===== config.mk =====
export PLATFORM = sky130hd
export DESIGN_NAME = shifter_pipe
export DESIGN_NICKNAME = d
export VERILOG_FILES = /design/src/rtl/shifter_pipe.sv
export SDC_FILE = /design/constraint.sdc
export NUM_CORES = 1
export LEC_CHECK = 0
export BUFFER_PORTS_ARGS = -buffer_cell sky130_fd_sc_hd__buf_2
export CAP_MARGIN = 40
export CORE_MARGIN = 2
export CORE_UTILIZATION = 40
export DETAILED_ROUTE_END_ITERATION = 6
export GPL_TIMING_DRIVEN = 0
export SYNTH_ARGS = -nofsm -noshare
export SYNTH_HDL_FRONTEND = slang
export SYNTH_SLANG_ARGS = --single-unit

===== constraint.sdc =====
create_clock -name clk -period 3 [get_ports clk]
set_input_delay 0 -clock clk [delete_from_list [all_inputs] [get_ports clk]]
set_output_delay 0 -clock clk [all_outputs]
set_load 0.02 [all_outputs]

===== src/rtl/shifter_pipe.sv =====
// shifter_pipe: two-stage barrel shifter for the FP ALU datapath.
// Stage 1 does the coarse shift (or leading-zero count); stage 2 the fine shift and flags.
module shifter_pipe #(
  parameter  int WIDTH = 24,
  parameter  int BYW   = 8,
  localparam int LZW   = $clog2(WIDTH + 1)
) (
  input  logic             clk,
  input  logic             rst_n,
  input  logic             in_valid,
  output logic             in_ready,
  input  logic [WIDTH-1:0] in,
  input  logic [BYW-1:0]   by,
  input  logic [1:0]       mode,
  output logic             out_valid,
  input  logic             out_ready,
  output logic [WIDTH-1:0] out,
  output logic             out_sticky,
  output logic             out_ovf,
  output logic [LZW-1:0]   out_lzc
);

  localparam int FB = 2;
  localparam int AW = (BYW > LZW) ? BYW : LZW;
  localparam int W2 = 2 * WIDTH;

  logic                    adv;
  logic                    norm, arith, go_left, go_right, sat;
  logic [BYW-1:0]          mag;
  logic [LZW-1:0]          lzc;
  logic [AW-1:0]           amt, coarse;
  logic [W2-1:0]           ext_l, ext_r;
  logic signed [W2-1:0]    ext_a;
  logic [WIDTH-1:0]        s1_data_d;
  logic                    s1_flag_d;
  logic [FB-1:0]           s1_fine_d;

  logic                    s1_v, s1_flag, s1_left, s1_right, s1_fill;
  logic [WIDTH-1:0]        s1_data;
  logic [FB-1:0]           s1_fine;
  logic [LZW-1:0]          s1_lzc;

  logic [W2-1:0]           e2_l, e2_r;
  logic signed [W2-1:0]    e2_a;
  logic [WIDTH-1:0]        out_d;
  logic                    flag_d;

  assign adv      = !out_valid || out_ready;
  assign in_ready = adv;

  // Stage 1: magnitude, LZC, coarse shift on the upper bits of the amount
  always_comb begin
    norm     = (mode == 2'b10);
    arith    = (mode == 2'b01);
    mag      = by[BYW-1] ? -by : by;
    lzc      = LZW'(WIDTH);
    for (int i = 0; i < WIDTH; i++)
      if (in[i]) lzc = LZW'(WIDTH - 1 - i);
    amt      = norm ? AW'(lzc) : AW'(mag);
    go_left  = norm | (!by[BYW-1] & (|by));
    go_right = !norm & by[BYW-1];
    sat      = (amt >= AW'(WIDTH));
    coarse   = amt & ~AW'((1 << FB) - 1);
    ext_l    = {{WIDTH{1'b0}}, in} << coarse;
    ext_r    = {in, {WIDTH{1'b0}}} >> coarse;
    ext_a    = $signed({in, {WIDTH{1'b0}}}) >>> coarse;

    s1_data_d = in;
    s1_flag_d = 1'b0;
    s1_fine_d = '0;
    if (sat && (go_left || go_right)) begin
      // whole operand leaves the word; only the sign fill can survive
      s1_data_d = {WIDTH{go_right & arith & in[WIDTH-1]}};
      s1_flag_d = !norm & (|in);
    end else if (go_left) begin
      s1_data_d = ext_l[WIDTH-1:0];
      s1_flag_d = |ext_l[W2-1:WIDTH];
      s1_fine_d = amt[FB-1:0];
    end else if (go_right) begin
      s1_data_d = arith ? ext_a[W2-1:WIDTH] : ext_r[W2-1:WIDTH];
      s1_flag_d = arith ? (|ext_a[WIDTH-1:0]) : (|ext_r[WIDTH-1:0]);
      s1_fine_d = amt[FB-1:0];
    end
  end

  // Stage 2: fine shift, flags accumulate across both stages
  always_comb begin
    e2_l   = {{WIDTH{1'b0}}, s1_data} << s1_fine;
    e2_r   = {s1_data, {WIDTH{1'b0}}} >> s1_fine;
    e2_a   = $signed({s1_data, {WIDTH{1'b0}}}) >>> s1_fine;
    out_d  = s1_data;
    flag_d = s1_flag;
    if (s1_left) begin
      out_d  = e2_l[WIDTH-1:0];
      flag_d = s1_flag | (|e2_l[W2-1:WIDTH]);
    end else if (s1_right) begin
      out_d  = s1_fill ? e2_a[W2-1:WIDTH] : e2_r[W2-1:WIDTH];
      flag_d = s1_flag | (s1_fill ? (|e2_a[WIDTH-1:0]) : (|e2_r[WIDTH-1:0]));
    end
  end

  always_ff @(posedge clk or negedge rst_n) begin
    if (!rst_n) begin
      s1_v       <= 1'b0;
      s1_data    <= '0;
      s1_flag    <= 1'b0;
      s1_fine    <= '0;
      s1_left    <= 1'b0;
      s1_right   <= 1'b0;
      s1_fill    <= 1'b0;
      s1_lzc     <= '0;
      out_valid  <= 1'b0;
      out        <= '0;
      out_sticky <= 1'b0;
      out_ovf    <= 1'b0;
      out_lzc    <= '0;
    end else if (adv) begin
      s1_v       <= in_valid;
      s1_data    <= s1_data_d;
      s1_flag    <= s1_flag_d;
      s1_fine    <= s1_fine_d;
      s1_left    <= go_left;
      s1_right   <= go_right;
      s1_fill    <= go_right & arith & in[WIDTH-1];
      s1_lzc     <= norm ? lzc : '0;
      out_valid  <= s1_v;
      out        <= out_d;
      out_sticky <= s1_right & flag_d;
      out_ovf    <= s1_left & flag_d;
      out_lzc    <= s1_lzc;
    end
  end

endmodule

# Word level (Yosys, flattened, before mapping)
# Index checks and enable logic that the tools add are counted.
# classes
n_reduce_logical	14
bitwise_logic	10
n_shift	6
mux	44
n_lt_le_gt_ge	1
eq_ne	2
addsub	1
# op_table
op	count
$mux W24	7
$reduce_or A24 Y1	7
$mux W5	22
$shl A24 B2 Y48	1
$shl A24 B8 Y48	1
$shr A48 B2 Y48	1
$shr A48 B8 Y48	1
$sshr A48 B2 Y48	1
$sshr A48 B8 Y48	1
$mux W8	2
$mux W4	3
$ge A8 B5 Y1 const B	1
$neg A8 Y8	1
$reduce_or A8 Y1	1
$and A1 B1 Y1	7
$mux W1	7
$mux W2	3
$logic_not A1 Y1	3
$or A1 B1 Y1	3
$eq A2 B1 Y1 const B	1
$eq A2 B2 Y1 const B	1
$logic_or A1 B1 Y1	2
$logic_and A1 B1 Y1	1
# word_totals
elab_cells	91
output_inout_bits	33
inputBits	38
ff_bits	68

# Depth between registers and ports, before layout
# Gate-level depths: netlist (run 1).
# depth
ltp_word	31
mapped_depth	15
depth_no_buf	12

# Worst setup path after synthesis (run 1)
# OpenSTA, ideal clock, no wires.
# synth_path
path_type	input to register
startpoint	input port in[7]
endpoint	register s1_data[0]
t_required_ns	2.874
setup_slack_ns	0.280
setup_ns	0.126
path_stages	13
n_path_buf	3
arrival_time_ns	2.594
path_cell_list	buf_2 -> or4_1 -> o211a_1 -> o22ai_2 -> buf_6 -> buf_6 -> mux2i_1 -> a22oi_1 -> a21oi_1 -> o21ai_1 -> a32o_1 -> a311oi_1 -> nor2_1
# synth_via
elab_chain_cells	23
elab_cells_between_ends	27
cone_classes	order compare (1); shift (3); mux (22); reduce/logical (1)
# synth_lines
item	line_no	rtl
start: declaration	12	input logic [WIDTH-1:0] in,
$mux W5 * (17 in series)	58	if (in[i]) lzc = LZW'(WIDTH - 1 - i);
$mux W8 *	59	amt = norm ? AW'(lzc) : AW'(mag);
$shr A48 B8 Y48 / $sshr A48 B8 Y48 (equally long branches)	65, 66	
$mux W24	80	s1_data_d = arith ? ext_a[W2-1:WIDTH] : ext_r[W2-1:WIDTH];
$mux W24	79	end else if (go_right) begin
$mux W24	75	end else if (go_left) begin
$mux W24 *	71	if (sat && (go_left || go_right)) begin
end signal: assignment	119	s1_data <= s1_data_d;
end: declaration	39	logic [WIDTH-1:0] s1_data;
# Mark *: on every way between the ends. The rest lies on a longest branch, timed or not.
# A chain may end at the register's enable or synchronous reset.

# Worst setup path after layout (run 1)
# layout_path
startpoint	input port in[0]
endpoint	register s1_flag
# layout_via
elab_chain_cells	31
elab_cells_between_ends	39
cone_classes	order compare (1); shift (3); mux (29); bitwise (1); reduce/logical (5)
# layout_lines
item	line_no	rtl
$mux W4 (3 in series)	58	
$mux W5 (21 in series)	58	
$mux W8	59	
$shr A48 B8 Y48 / $sshr A48 B8 Y48 (equally long branches)	65, 66	
$reduce_or A24 Y1	81	s1_flag_d = arith ? (|ext_a[WIDTH-1:0]) : (|ext_r[WIDTH-1:0]);
$mux W1	81	
$mux W1	79	
$mux W1	75	
$mux W1 *	71	
end signal: assignment	120	s1_flag <= s1_flag_d;
end: declaration	38	logic s1_v, s1_flag, s1_left, s1_right, s1_fill;
# Marked as above.

==> results of run 1 <==
[final cells by class]
class	count	area, sq um	share of cell area (%)
Clock inverter	7	98.8	1.16
Tap cell	229	287	3.37
Timing Repair Buffer	72	427	5.02
Sequential cell	68	1700	20.0
Inverter	16	60.1	0.706
Clock buffer	9	225	2.65
Buffer	102	500	5.89
Multi-Input combinational cell	798	5200	61.2
[synth_stat cells, drive strengths merged (4+ instances only)]
master | number | share of area, %
o22a | 9 | 1.1
nor3 | 29 | 2.1
a221oi | 6 | 0.81
mux4 | 15 | 4.7
a32o | 4 | 0.55
a2bb2oi | 6 | 0.73
nand4 | 5 | 0.43
inv | 16 | 0.83
clkbuf | 78 | 4.0
o221ai | 7 | 0.85
a21oi | 130 | 9.0
o31ai | 13 | 1.4
o22ai | 15 | 1.4
a21o | 7 | 0.73
a31oi | 16 | 1.4
nand3 | 12 | 0.83
a211oi | 14 | 1.5
a22oi | 12 | 1.3
or4 | 9 | 0.98
or3 | 5 | 0.43
nor4 | 10 | 1.1
buf | 26 | 2.3
o211ai | 21 | 2.2
nand2 | 102 | 5.3
mux2 | 14 | 2.2
o32ai | 4 | 0.48
a311oi | 4 | 0.48
dfrtp | 68 | 23
nor2b | 7 | 0.60
and3 | 7 | 0.60
mux2i | 54 | 7.5
nor2 | 126 | 6.5
o21ai | 76 | 5.3
nand2b | 10 | 0.86
[metrics by stage]
step / cells / worst slack [ns] / hold slack (ns) / util (%) / cell area [sq um]
after floorplan: 986 / 0.280 / -0.296 / - / 7250
after CTS: 1294 / -0.0311 / 0.0955 / 46.4 / 8280
after global routing: 1301 / -0.118 / 0.145 / 47.7 / 8500
after global placement: 1273 / -1.07 / 0.204 / 43.9 / 7830
after detailed placement: 1276 / -0.817 / -0.0732 / 44.1 / 7870
final: 1301 / -0.0387 / 0.117 / 47.7 / 8500
[report_power, final]
| part | switching (uW) | leakage, uW | internal (uW) |
|---|---|---|---|
| sequential | 188 | 0.000853 | 1100 |
| combinational | 1450 | 0.00240 | 823 |
| clock | 436 | 0.000156 | 734 |
| total | 2070 | 0.00341 | 2660 |
[timing repair]
item | in CTS | in global routing
pin swaps | 0 | 4
hold buffers | 2 | 0
setup buffers | 0 | 9
resized for setup | 22 | 59
hold endpoints to repair | 69 | 0
endpoints found under the setup margin | 26 | 29
[kinds of logic after synthesis]
group                      count (synthesis)
muxes                                     83
DFF                                       68
AOI/OAI and AO/OA                        378
adders and majority gates                  1
and+or+nand+nor                          332
xor gates and xnor gates                   4
buffers and inverters                    120
[path summary, 6_finish.rpt]
kind	slack (ns)	startpoint	to	cells past startpoint
setup / recovery	-0.04	in[0]	s1_flag$_DFFE_PN0P_	14
hold / removal	0.12	rst_n	out_lzc[1]$_DFFE_PN0P_	2
setup reg to reg	0.14	s1_fine[0]$_DFFE_PN0P_	out[18]$_DFFE_PN0P_	9
hold reg to reg	0.47	out_lzc[2]$_DFFE_PN0P_	out_lzc[2]$_DFFE_PN0P_	2
max in group asynchronous	2.36	rst_n	s1_data[18]$_DFFE_PN0P_	3
min in group clk	0.12	in[19]	s1_lzc[4]$_DFFE_PN0P_	4
[registers in the layout, indices dropped and copies added (netlist names)]
name,flops
out_sticky,1
out_ovf,1
s1_fill,1
s1_v,1
out,24
s1_flag,1
s1_lzc,5
s1_fine,2
s1_left,1
s1_data,24
out_valid,1
s1_right,1
out_lzc,5
[per-layer routing]
metal / GRT usage [%] / up-vias / wire [microns]
met5: 0 / - / 0
met4: 18.0 / 0 / 1980
met3: 7.67 / 142 / 3220
met2: 51.9 / 597 / 14400
met1: 44.2 / 4054 / 13400
li1: - / 3848 / -
[worst max-delay path, stage by stage]
cell	delay, ns
clkbuf_2	0.27
nor4_1	0.33
clkdlybuf4s15_2	0.31
o211a_1	0.27
o22a_1	0.21
buf_6	0.18
buf_6	0.19
mux2i_1	0.32
o22ai_1	0.20
a211oi_1	0.24
and3_1	0.24
a31oi_2	0.17
nor3_2	0.20
o211ai_2	0.10
==> metrics.md, run 1 <==
| Metric | Value |
|---|---|
| Status | complete, but fails checks |
| Failing checks | setup timing |
| Max H-tree Level | 3 |
| DRT iter0 DRCs | roughly 1200 |
| First-pass GRT wire length | 50.7 mm |
| GRT Overall Usage | between 30% and 40% |
| Post-synthesis mux area share | 14.3% |
| WP data required | 3.21 ns |
| Top FF cell, synth | dfrtp_1 |
| Final Critical Period | just over 3 ns |
| Post-synthesis compound-gate area fraction | 33.7% |
| Post-DP HPWL | roughly 24 mm |
| Largest family of logic cells by synthesized area | compound AO/OA/AOI/OAI gates |
| CP max FO | 10 |
| CTS sink count | just under 70 |
| Fmax | approximately 0.33 GHz |
| Area grow syn2layout | 17.3% |
| PortBufs | 58 |
| WS Path Type | input pin to flip-flop |
| Vias in the first global route | a little over 8000 |
| Worst Hold Class | input pin to asynchronous set/reset pin |
| CTS tree | built |
| Max clock buf depth | 2 |
| Final setup margin | -0.0387 ns |
| Synth Warn # | 0 |
| Max-slew violations | 0 |
| Distinct cells, synth | 79 |
| Num ports | between 70 and 80 |
| Final Cycle Share | 101% |
| Final Hold Fails | 0 |
| Max-cap viol count | 0 |
| Area share of and/or/nand/nor cells after synthesis | roughly 21% |
| Peak supply drop | roughly 0.38 mV |
| Total CTS buffers | 9 |
| Post-synth EDFFs | 0 |
| Worst setup SP type | input pin |
| Slew margin rel. | 40.0% |
| Clock-pin slew on the worst setup and hold paths | about 0.06 ns |
| RSZ-0062 raised after global routing | true |
| Asr flop ratio synth | between 90% and 100% |
| Die Span X | between 100 and 150 microns |
| DRT Pass-1 Iters | 6 |
| Syn nets | approximately 1000 |
| Routability Congestion | between 1 and 1.5 |
| Die Ht | around 140 microns |
| Syn_area_per_cell | 7.35 sq um |
| Antenna Cells | 0 |
| Worst slew pin tran | 0.900 ns |
| Worst setup EP type | flip-flop |
| Final WL | ~33 mm |
| Share of layout cells above drive strength 1 | roughly a fifth |
| Worst-skew pair later-pin latency | 0.34 ns |
| CP arrival | around 3.2 ns |
| Most frequent cells in the layout | 127 x a21oi_1, 122 x nor2_1, 100 x nand2_1, 68 x buf_2, 68 x dfrtp_1 |
| Endpoints failing setup | 1 |
| PD cells | roughly 560 nW/um^2 |
| Wire per inst | between 20 and 30 microns |
| Core Box Area | 17800 sq um |
| Synth Cell Area | 7250 sq um |
| DRC Markers | 0 |
| Total power | roughly 4700 uW |
| Via Count | about 8600 |
| Antenna viol nets, final | 0 |
| # fillers | between 1500 and 2000 |
| Row Count | between 40 and 50 |
| Area share of fa/ha/maj cells after synthesis | less than 1% |
| Synth Area in XOR/XNOR | less than 1% |
| Largest net degree at the start of global routing | 47 |
| Seq/Total Area, Yosys | a little under a quarter |
| Fin Setup TNS | -0.0387 ns |
| NumNets Final | around 1100 |
| Clk Tree Root Cell | clkbuf_16 |
| Cells after synthesis | between 900 and 1000 |
| Die ar. | slightly below 20000 sq um |
| GRT overflow | 0 |
| Total leakage power | approximately 0.0034 uW |
| Starting Density | between 40 and 50% |
| Most common cell after layout, fill and taps aside | a21oi_1 |
| Initial antenna violation count | 0 |
| Fin Clk Skew | 0.00976 ns |
| Drt via density | 6.64 |
| Synth Register Bits | about 70 |
No activity file was read; power rests on OpenSTA's default activity.
==> inputs of run 2 (changes only) <==
BUFFER_PORTS_ARGS = -buffer_cell sky130_fd_sc_hd__buf_4   (was -buffer_cell sky130_fd_sc_hd__buf_2)
==> run 2 against run 1 <==
- the run still ends with setup timing left
- setup slack worse by 0.057 ns
- critical path depth unchanged
- register-to-register slack better by 0.12 ns
- non-clock buffer count down 2
- die area unchanged
- worst hold slack worse by 0.11 ns
- clock power down 8%
- combinational power up 4%
- core utilization up 0.98 points
==> metrics.md, run 2 (same netlist as run 1, synthesis figures left out) <==
| Metric | Value |
|---|---|
| Status | complete, but fails checks |
| Failing checks | setup timing |
| GRT Overall Usage | around 34% |
| RSZ-0062 raised after global routing | true |
| Fmax | 0.323 GHz |
| Worst-skew pair later-pin latency | between 0.3 and 0.4 ns |
| NumNets Final | 1104 |
| CTS sink count | between 60 and 70 |
| Via Count | around 8600 |
| Most frequent cells in the layout | 127 x a21oi_1, 124 x nor2_1, 99 x nand2_1, 68 x buf_4, 68 x dfrtp_1 |
| Most common cell after layout, fill and taps aside | a21oi_1 |
| Antenna viol nets, final | 0 |
| Max-cap viol count | 0 |
| Max clock buf depth | 2 |
| Vias in the first global route | 8134 |
| Die Ht | about 140 microns |
| Placed cells | 1276 |
| Biggest regs | out: 24 flops, s1_data: 24 flops |
| Fin Clk Skew | slightly below 0.007 ns |
| Core Box Area | around 18000 sq um |
| Total CTS buffers | 9 |
| Final Hold Fails | 0 |
| Clock-pin slew on the worst setup and hold paths | ~0.06 ns |
| Num ports | 71 |
| Initial antenna violation count | 1 |
| Slew margin rel. | about two fifths |
| DRC Markers | 0 |
| Final non-filler cell area | between 8000 and 9000 sq um |
| CP max FO | 10 |
| Hold_ws | between 0.006 and 0.007 ns |
| Peak supply drop | around 0.37 mV |
| Share of layout cells above drive strength 1 | a little under a fifth |
| Drt via density | roughly 6.6 |
| Endpoints failing setup | 1 |
| Final Cycle Share | 103% |
| R2r setup slk | between 0.2 and 0.3 ns |
| Area grow syn2layout | 19.7% |
| Total leakage power | 0.00343 uW |
| Row Count | about 50 |
| Worst setup EP type | flip-flop |
| GRT overflow | 0 |
| Routability Congestion | about 1.0 |
| Max-slew violations | 0 |
| Final setup margin | -0.0961 ns |
| First-pass GRT wire length | roughly 51 mm |
| WS Path Type | input pin to flip-flop |
| Post-DP HPWL | between 20 and 30 mm |
| Largest net degree at the start of global routing | between 60 and 70 |
| WP data required | between 3 and 4 ns |
| CP arrival | around 3.4 ns |
| Clk Tree Root Cell | clkbuf_16 |
| Final WL | about 34 mm |
| PD cells | about 550 nW/um^2 |
| Max H-tree Level | 3 |
| Total power | 4750 uW |
| Die Span X | 139 microns |
| DRT iter0 DRCs | about 1000 |
| Worst setup SP type | input pin |
| DRT Pass-1 Iters | 5 |
| PortBufs | 58 |
| CTS tree | built |
| Die ar. | between 15000 and 20000 sq um |
| Final Critical Period | between 3 and 4 ns |
| Placed cell areas | ~8000 sq um |
| Wire per inst | 25.8 microns |
| Antenna Cells | 0 |
| Worst slew pin tran | ~0.90 ns |
| Final Non-Filler Cells | between 1000 and 1500 |
| Starting Density | roughly two fifths |
| Worst Hold Class | input pin to asynchronous set/reset pin |
==> run 2: cell types whose count changed in the layout (fill, tap and decap cells not counted), moves of 2 or more <==
| cell | change |
|---|---|
| mux2i_1 | -4 |
| buf_4 | +53 |
| nor2_1 | +2 |
| mux2i_2 | +4 |
| clkbuf_1 | +4 |
| buf_6 | +2 |
| buf_2 | -55 |
| clkbuf_2 | -5 |
| nor2_2 | -2 |
==> run 2: cell type report <==
cell class                      count  area (sq um)
Fill cell                        1812          9160
Multi-Input combinational cell    798          5270
Sequential cell                    68          1700
Timing Repair Buffer               69           559
Buffer                            103           504
Tap cell                          229           287
Clock buffer                       10           229
Clock inverter                      6          72.6
Inverter                           16          60.1
==> run 2: metal layers <==
layer  part of all wire, %  vias up  track usage (%)  wire length, microns
met4                   6.1        0             19.0                  2030
met3                   8.3      136             5.97                  2790
li1                      -     3847                -                     -
met2                    45      527             53.0                 15100
met5                     0        -                0                     0
met1                    41     4123             44.4                 13600
==> run 2: worst paths after layout <==
path / startpoint / to / cells after the start
max: in[2] / s1_flag$_DFFE_PN0P_ / 14
min: rst_n / out_lzc[1]$_DFFE_PN0P_ / 2
max reg2reg: s1_fine[0]$_DFFE_PN0P_ / out[18]$_DFFE_PN0P_ / 9
min reg2reg: s1_v$_DFFE_PN0P_ / s1_v$_DFFE_PN0P_ / 2
max in group asynchronous: rst_n / out[14]$_DFFE_PN0P_ / 3
min in group clk: in[19] / s1_lzc[4]$_DFFE_PN0P_ / 4
==> run 2: worst max-delay path, cell delays in order <==
cell and delay, ns:
clkbuf_2 0.26, nor4_1 0.29, clkdlybuf4s15_2 0.31, o211a_1 0.28, o22a_1 0.19, buf_6 0.18
buf_6 0.19, nand2_1 0.30, o211ai_1 0.28, o21ai_0 0.20, a311oi_1 0.43, o31ai_1 0.10
and3_1 0.18, o211ai_2 0.12
==> run 2: power breakdown <==
part           leakage [uW]  switching, uW  total (uW)  internal, uW
Combinational       0.00244           1470        2370           901
Clock              0.000144            432        1080           652
Sequential         0.000853            198        1300          1100
Total               0.00343           2100        4750          2650
==> run 2: per-stage QoR <==
step / utilization [%] / setup TNS [ns] / setup slack (ns)
floorplan: - / 0 / 0.280
global placement: 44.7 / -17.68 / -1.25
detailed placement: 44.9 / -13.80 / -1.11
CTS: 47.4 / -0.0263 / -0.0255
global route: 48.6 / -0.198 / -0.147
finish: 48.6 / -0.0961 / -0.0961
==> run 2: timing repair <==
action	CTS	global route
gates resized for setup	35	51
hold endpoints to repair	69	0
pin swaps	3	5
hold buffers	2	0
setup endpoints to repair	28	26
buffers inserted	1	5
